**src/rtl/codegen_pkg.sv**
```systemverilog
`default_nettype none
// ============================================================================
// Module      : codegen_pkg
// Description : Shared types for the multi-mode code generator: the
//               generation-mode encoding and the control FSM states.
// Revision    : 1.0 - initial release
// ============================================================================
package codegen_pkg;

  // Encoding matches the 2-bit mode input of codegen_multi.
  typedef enum logic [1:0] {
    MODE_INC  = 2'd0,
    MODE_DEC  = 2'd1,
    MODE_LFSR = 2'd2,
    MODE_GRAY = 2'd3
  } mode_t;

  typedef enum logic [0:0] {
    S_IDLE = 1'b0,
    S_RUN  = 1'b1
  } state_t;

endpackage : codegen_pkg
`default_nettype wire

```
**src/rtl/codegen_step.sv**
```systemverilog
`default_nettype none
// ============================================================================
// Module      : codegen_step
// Description : Combinational next-code generator for all four modes.
//               Given the current code (and the binary shadow counter used by
//               Gray mode) it returns the next code and whether producing it
//               wrapped around the configured range.
// Ports       : mode_i       generation mode
//               data_i       current output code
//               bin_i        current binary counter (Gray mode source)
//               seed_i       lower bound / restart value
//               step_i       increment for INC/DEC/GRAY
//               limit_i      upper bound for INC/DEC/GRAY
//               next_data_o  next output code
//               next_bin_o   next binary counter value
//               wrap_o       next value came from a wrap
// Revision    : 1.0 - initial release
// ============================================================================
module codegen_step
  import codegen_pkg::*;
#(
  parameter int                 WIDTH = 8,
  parameter logic [WIDTH-1:0]   TAPS  = 8'hB8
) (
  input  mode_t              mode_i,
  input  logic [WIDTH-1:0]   data_i,
  input  logic [WIDTH-1:0]   bin_i,
  input  logic [WIDTH-1:0]   seed_i,
  input  logic [WIDTH-1:0]   step_i,
  input  logic [WIDTH-1:0]   limit_i,
  output logic [WIDTH-1:0]   next_data_o,
  output logic [WIDTH-1:0]   next_bin_o,
  output logic               wrap_o
);

  // One extra bit so that sums past 2**WIDTH-1 compare correctly against limit.
  logic [WIDTH:0] w_sum;
  logic [WIDTH:0] w_bsum;
  logic [WIDTH:0] w_floor;

  assign w_sum   = {1'b0, data_i} + {1'b0, step_i};
  assign w_bsum  = {1'b0, bin_i}  + {1'b0, step_i};
  assign w_floor = {1'b0, seed_i} + {1'b0, step_i};

  always_comb begin
    next_data_o = data_i;
    next_bin_o  = bin_i;
    wrap_o      = 1'b0;
    case (mode_i)
      MODE_INC: begin
        if (w_sum > {1'b0, limit_i}) begin
          next_data_o = seed_i;
          wrap_o      = 1'b1;
        end else begin
          next_data_o = w_sum[WIDTH-1:0];
        end
        next_bin_o = next_data_o;
      end
      MODE_DEC: begin
        // Stepping down would go below seed: restart from the top.
        if ({1'b0, data_i} < w_floor) begin
          next_data_o = limit_i;
          wrap_o      = 1'b1;
        end else begin
          next_data_o = data_i - step_i;
        end
        next_bin_o = next_data_o;
      end
      MODE_LFSR: begin
        // Galois form: shift right, fold taps in when a one falls out.
        if (data_i[0]) begin
          next_data_o = (data_i >> 1) ^ TAPS;
        end else begin
          next_data_o = data_i >> 1;
        end
        next_bin_o = next_data_o;
      end
      MODE_GRAY: begin
        // Range and wrap are evaluated on the binary counter; output is its Gray code.
        if (w_bsum > {1'b0, limit_i}) begin
          next_bin_o = seed_i;
          wrap_o     = 1'b1;
        end else begin
          next_bin_o = w_bsum[WIDTH-1:0];
        end
        next_data_o = next_bin_o ^ (next_bin_o >> 1);
      end
      default: begin
        next_data_o = data_i;
        next_bin_o  = bin_i;
        wrap_o      = 1'b0;
      end
    endcase
  end

endmodule : codegen_step
`default_nettype wire

```
**src/rtl/codegen_multi.sv**
```systemverilog
`default_nettype none
// ============================================================================
// Module      : codegen_multi
// Description : Multi-mode code stream generator (INC / DEC / LFSR / Gray)
//               with programmable seed, step, limit and burst length, and a
//               valid/ready output handshake.
// Ports       : clk, rst      clock, asynchronous active-high reset
//               start         latch config and begin a burst (IDLE only)
//               stop          abort the running burst
//               mode, seed, step, limit, burst_len   burst configuration
//               data, valid   output code and its qualifier
//               ready         consumer accept
//               busy          burst in progress
//               done          one-cycle pulse after the last word of a burst
//               wrap          high on an accept whose successor wrapped
// Revision    : 1.0 - initial release
// ============================================================================
module codegen_multi
  import codegen_pkg::*;
#(
  parameter int                 WIDTH   = 8,
  parameter int                 BURST_W = 16,
  parameter logic [WIDTH-1:0]   TAPS    = 8'hB8
) (
  input  logic                 clk,
  input  logic                 rst,
  input  logic                 start,
  input  logic                 stop,
  input  logic [1:0]           mode,
  input  logic [WIDTH-1:0]     seed,
  input  logic [WIDTH-1:0]     step,
  input  logic [WIDTH-1:0]     limit,
  input  logic [BURST_W-1:0]   burst_len,
  output logic [WIDTH-1:0]     data,
  output logic                 valid,
  input  logic                 ready,
  output logic                 busy,
  output logic                 done,
  output logic                 wrap
);

  state_t               state_q, state_d;
  mode_t                mode_q;
  logic [WIDTH-1:0]     seed_q, step_q, limit_q;
  logic [BURST_W-1:0]   len_q;
  logic [BURST_W-1:0]   count_q, count_d;
  logic [WIDTH-1:0]     data_q, data_d;
  logic [WIDTH-1:0]     bin_q, bin_d;
  logic                 done_q, done_d;

  logic                 w_load;
  logic                 w_accept;
  logic                 w_last;
  logic [WIDTH-1:0]     w_next_data;
  logic [WIDTH-1:0]     w_next_bin;
  logic                 w_step_wrap;
  logic [WIDTH-1:0]     w_first;

  assign w_load   = (state_q == S_IDLE) && start;
  assign w_accept = (state_q == S_RUN) && ready;
  assign w_last   = (len_q != '0) && (count_q == len_q - BURST_W'(1));

  // First word: LFSR cannot start from the all-zero lock-up state, and Gray
  // mode presents the Gray encoding of the binary seed.
  always_comb begin
    w_first = seed;
    if ((mode_t'(mode) == MODE_LFSR) && (seed == '0)) begin
      w_first = WIDTH'(1);
    end else if (mode_t'(mode) == MODE_GRAY) begin
      w_first = seed ^ (seed >> 1);
    end
  end

  codegen_step #(
    .WIDTH (WIDTH),
    .TAPS  (TAPS)
  ) u_step (
    .mode_i      (mode_q),
    .data_i      (data_q),
    .bin_i       (bin_q),
    .seed_i      (seed_q),
    .step_i      (step_q),
    .limit_i     (limit_q),
    .next_data_o (w_next_data),
    .next_bin_o  (w_next_bin),
    .wrap_o      (w_step_wrap)
  );

  always_comb begin
    state_d = state_q;
    count_d = count_q;
    data_d  = data_q;
    bin_d   = bin_q;
    done_d  = 1'b0;
    case (state_q)
      S_IDLE: begin
        if (start) begin
          state_d = S_RUN;
          count_d = '0;
          data_d  = w_first;
          bin_d   = (mode_t'(mode) == MODE_GRAY) ? seed : w_first;
        end
      end
      S_RUN: begin
        if (w_accept) begin
          data_d  = w_next_data;
          bin_d   = w_next_bin;
          count_d = count_q + BURST_W'(1);
          if (w_last) begin
            state_d = S_IDLE;
            done_d  = 1'b1;
          end
        end
        // An accept in the same cycle still completes above; stop only ends the burst.
        if (stop) begin
          state_d = S_IDLE;
        end
      end
      default: state_d = S_IDLE;
    endcase
  end

  always_ff @(posedge clk or posedge rst) begin
    if (rst) begin
      state_q <= S_IDLE;
      count_q <= '0;
      data_q  <= '0;
      bin_q   <= '0;
      done_q  <= 1'b0;
    end else begin
      state_q <= state_d;
      count_q <= count_d;
      data_q  <= data_d;
      bin_q   <= bin_d;
      done_q  <= done_d;
    end
  end

  // Configuration is captured only when a burst starts.
  always_ff @(posedge clk or posedge rst) begin
    if (rst) begin
      mode_q  <= MODE_INC;
      seed_q  <= '0;
      step_q  <= '0;
      limit_q <= '0;
      len_q   <= '0;
    end else if (w_load) begin
      mode_q  <= mode_t'(mode);
      seed_q  <= seed;
      step_q  <= step;
      limit_q <= limit;
      len_q   <= burst_len;
    end
  end

  assign data  = data_q;
  assign valid = (state_q == S_RUN);
  assign busy  = (state_q == S_RUN);
  assign done  = done_q;
  assign wrap  = w_accept && w_step_wrap;

endmodule : codegen_multi
`default_nettype wire

```
**config.mk**
```make
export PLATFORM = sky130hd
export DESIGN_NAME = codegen_multi
export DESIGN_NICKNAME = d
export VERILOG_FILES = /design/src/rtl/codegen_pkg.sv /design/src/rtl/codegen_step.sv /design/src/rtl/codegen_multi.sv
export SDC_FILE = /design/constraint.sdc
export NUM_CORES = 1
export LEC_CHECK = 0
export ABC_AREA = 1
export CAP_MARGIN = 15
export CORE_ASPECT_RATIO = 0.9
export CORE_MARGIN = 2
export CORE_UTILIZATION = 40
export DETAILED_ROUTE_END_ITERATION = 12
export PLACE_DENSITY = 0.66
export SLEW_MARGIN = 20
export SYNTH_ARGS = -nofsm -noshare
export SYNTH_HDL_FRONTEND = slang
export SYNTH_SLANG_ARGS = --single-unit
export TNS_END_PERCENT = 50
```
**constraint.sdc**
```tcl
create_clock -name clk -period 7.4 [get_ports clk]
set_input_delay 1.48 -clock clk [delete_from_list [all_inputs] [get_ports clk]]
set_output_delay 1.48 -clock clk [all_outputs]
set_load 0.03 [all_outputs]
```
==> results.py <==
metrics = {
    "worst_hold_path": {
        "hp-class": "flip-flop to flip-flop",
        "holdPathStages": 1,
        "whs_endpoint": "count_q[15]",
        "hp-start": "count_q[15]",
    },
    "cts": {
        "tritoncts": "built",
        "clock_path_buffers": 2,
        "htree_num_levels": 3,
        "cts_setup_buffers": 0,
        "cts_hold_buf": 0,
        "clk_pin_slew_worst_paths_ns": 0.06,
        "root_buffer": "clkbuf_16",
        "cts_resized": 0,
        "clk_latency_ns": 0.35,
        "clock_sinks": 76,
        "cts_made_buffers": 9,
    },
    "global_route": {
        "antenna_found_initial": 0,
        "grt-ovfl-total": 0,
        "grt_max_degree": 77,
        "grt_usage_pct": 21.7,
        "grt_pass1_vias": 5741,
        "grt_pass1_wl_mm": 30.4,
    },
    "drt": {
        "drt-met1-wl_mm": 9.57,
        "ant_nets": 0,
        "wl_per_cell_um": 15.4,
        "firstDrtPassIters": 6,
        "remaining_drc_errors": 0,
        "vias": 5996,
        "dr_wl_met3_mm": 1.03,
        "drt-total-wl_mm": 18.4,
        "drt_iter0_drc": 539,
        "vias_per_cell": 5.03,
        "highest_layer": "met4",
        "wl_met2_mm": 7.62,
    },
    "final_layout": {
        "seqCellArea_um2": 1900,
        "multi_input_area_um2": 4070,
        "utilization_pct": 46.9,
        "diodes": 0,
        "area_delta_synth_final_pct": 14.5,
        "final_cell_mix": "257 x nand2_1, 123 x inv_1, 76 x nand3_1, 76 x dfrtp_1, 66 x nor2_1",
        "drive_gt1_share_pct": 7.01,
        "final_common_cell": "nand2_1",
        "nets": 1091,
        "num-fill-cells": 1701,
    },
    "floorplan": {
        "io_pins": 59,
        "die-area_um2": 17600,
        "coreArea_um2": 16200,
        "dieWidth_um": 140,
        "fp.dieH_um": 126,
        "start_util_pct": 41.0,
        "row_count": 44,
    },
    "critical_path": {
        "worstPathArrival_ns": 4.36,
        "cp-start-kind": "flip-flop",
        "critPathKind": "flip-flop to output pin",
        "r2r_slack_ns": 3.51,
        "cpMostUsedCell": "nand2_1",
        "crit_buf_inv": 1,
        "r2r_start": "step_q[0]",
        "r2r-end": "data[6]",
        "path_max_fanout": 17,
        "ff2ff_path_depth": 23,
        "path_cells": "ha_1 -> fa_1 -> nand3_1 -> nand3_2 -> nand2_1 -> nand2_1 -> xor2_1 -> ha_1 -> nand2_1 -> nor2_1 -> nand2_1 -> nand3_1 -> nand2_1 -> nand2_1 -> nand2_1 -> nand2_4 -> nand2_1 -> a31oi_1 -> clkdlybuf4s50_1",
        "cpPeakStageDelay_ns": 0.71,
        "worst_path_max_delay_cell": "clkdlybuf4s50_1",
        "required_ns": 5.92,
        "path_delay_family": "simple AND/OR/NAND/NOR gates",
        "endpoint_kind": "output pin",
    },
    "pwr": {
        "p_clk_share_pct": 12.1,
        "finalPower_w": 0.00341,
        "power.density_nw_per_um2": 450,
        "combPwrFrac_pct": 68.4,
        "leakagePower_nw": 3.86,
        "intPower_w": 0.00157,
        "irDropWorstVdd_mv": 0.212,
        "power_switching_w": 0.00185,
        "seqPwrFrac_pct": 19.5,
        "p_sw_share_pct": 54.1,
    },
    "sta": {
        "slew-limit-headroom_pct": 32.8,
        "setup_viol": 0,
        "clock_skew_ns": 0.0109,
        "fin_tns_setup_ns": 0,
        "worstMarginPinSlew_ns": 1.01,
        "slew_violations": 0,
        "final.period_utilization_pct": 78.9,
        "fmax_mhz": 171,
        "whs_ns": 0.494,
        "period_needed_ns": 5.84,
        "rsz0062_at_grt": "no",
        "final_hold_viol_count": 0,
    },
    "synth": {
        "yosysSeqAreaShare_pct": 28.7,
        "yosys_warnings": 0,
        "post_synth_num_cell_types": 51,
        "yosys-top-cells-area": "dfrtp_1 29%, nand2_1 15%, ha_1 11%, inv_1 7.0%, nand3_1 5.7%",
        "syn_area_per_cell_um2": 7.08,
        "synth-seq-cells": 76,
        "synth_nets": 1047,
        "synth_area_um2": 6630,
        "yosys.area.top_type": "dfrtp_1",
        "synth_top_area_share_pct": 28.7,
        "syn_inst": 936,
    },
    "place": {
        "dp_hpwl_mm": 14.2,
        "place.gp.congestion": 0.940,
        "io_buffer_count": 58,
    },
    "flow_run": {
        "drv_cap": 0,
    },
    "status": {
        "run_status": "finished clean",
    },
}
per-stage QoR:
| stage | cell area (um2) | setup WS (ns) | cells |
|---|---|---|---|
| floorplan | 6630 | 2.51 | 936 |
| global placement | 7320 | 2.02 | 1176 |
| detailed placement | 7320 | 1.99 | 1176 |
| CTS | 7590 | 1.59 | 1192 |
| global route | 7590 | 1.25 | 1192 |
| finish | 7590 | 1.56 | 1192 |
cell type report:
cell class | instances | area share, %
Tap cell | 207 | 3.41
Clock buffer | 11 | 3.07
Sequential cell | 76 | 25.1
Timing Repair Buffer | 60 | 7.85
Inverter | 132 | 6.58
Multi-Input combinational cell | 701 | 53.6
Clock inverter | 5 | 0.494
synth_stat cells (all sizes together):
cell	instances
nand2	263
a221oi	1
dfrtp	76
a31o	2
nand3	78
xnor2	13
or2	2
o211ai	2
nand3b	2
ha	60
nand4	13
a21boi	4
and2	1
xor2	38
mux2i	2
clkbuf	12
clkinv	1
inv	131
a21oi	45
nor4	3
nor2	75
a21o	3
fa	4
a31oi	4
o2111ai	1
buf	15
o21a	1
nor3	9
o22ai	2
o21ai	71
o21bai	2
cells by family after synthesis:
logic type               synth area share (%)
adder cells (fa/ha/maj)                  12.5
AND/OR/NAND/NOR                          29.2
flip-flops                               28.7
multiplexers                            0.302
buffers and inverters                    10.0
XOR/XNOR                                 6.74
AO/OA/AOI/OAI                            12.6
worst max path at each step:
stage                          from    to  cells past startpoint
after global placement      data[2]  wrap                     21
after detailed placement  step_q[0]  wrap                     19
after CTS                 step_q[0]  wrap                     19
after floorplan             data[1]  wrap                     20
after global routing      step_q[0]  wrap                     19
final                     step_q[0]  wrap                     19
metal layers:
metal  GRT usage (%)  up-vias
met1            33.4     2746
met2            31.4      148
met5               0        -
li1                -     3088
met3            4.56       14
met4            4.00        0
sequential cells by signal, summed over array words and instances, names as in the netlist:
signal / cells
count_q: 16
done: 1
step_q: 8
bin_q: 8
seed_q: 8
len_q: 16
data: 8
mode_q: 2
busy: 1
limit_q: 8
worst register-to-register path, cell delays in order (launching register included):
cell and delay, ns:
dfrtp_1 0.45, ha_1 0.26, fa_1 0.41, nand3_1 0.10, nand3_2 0.08, xor2_1 0.34, ha_1 0.32, nand2_1 0.08
inv_1 0.06, nand2_1 0.06, nand2_1 0.05, nand2_1 0.05, nand3_1 0.06, nand2_1 0.06, nand2_1 0.05, nand2_1 0.36
nand2_4 0.23, nand2_2 0.13, nand3_1 0.12, nand2_1 0.09, nand2_1 0.06, nand3_1 0.13, nand2_1 0.12, a21oi_2 0.15
power groups by stage:
stage                     clock [W]  combinational, W  sequential, W
after floorplan                   0           0.00179       0.000648
after global placement            0           0.00228       0.000667
after detailed placement          0           0.00230       0.000671
after CTS                  0.000423           0.00231       0.000664
after global routing       0.000439           0.00265       0.000678
final                      0.000414           0.00233       0.000665
Power figures use the tool's default switching activity.
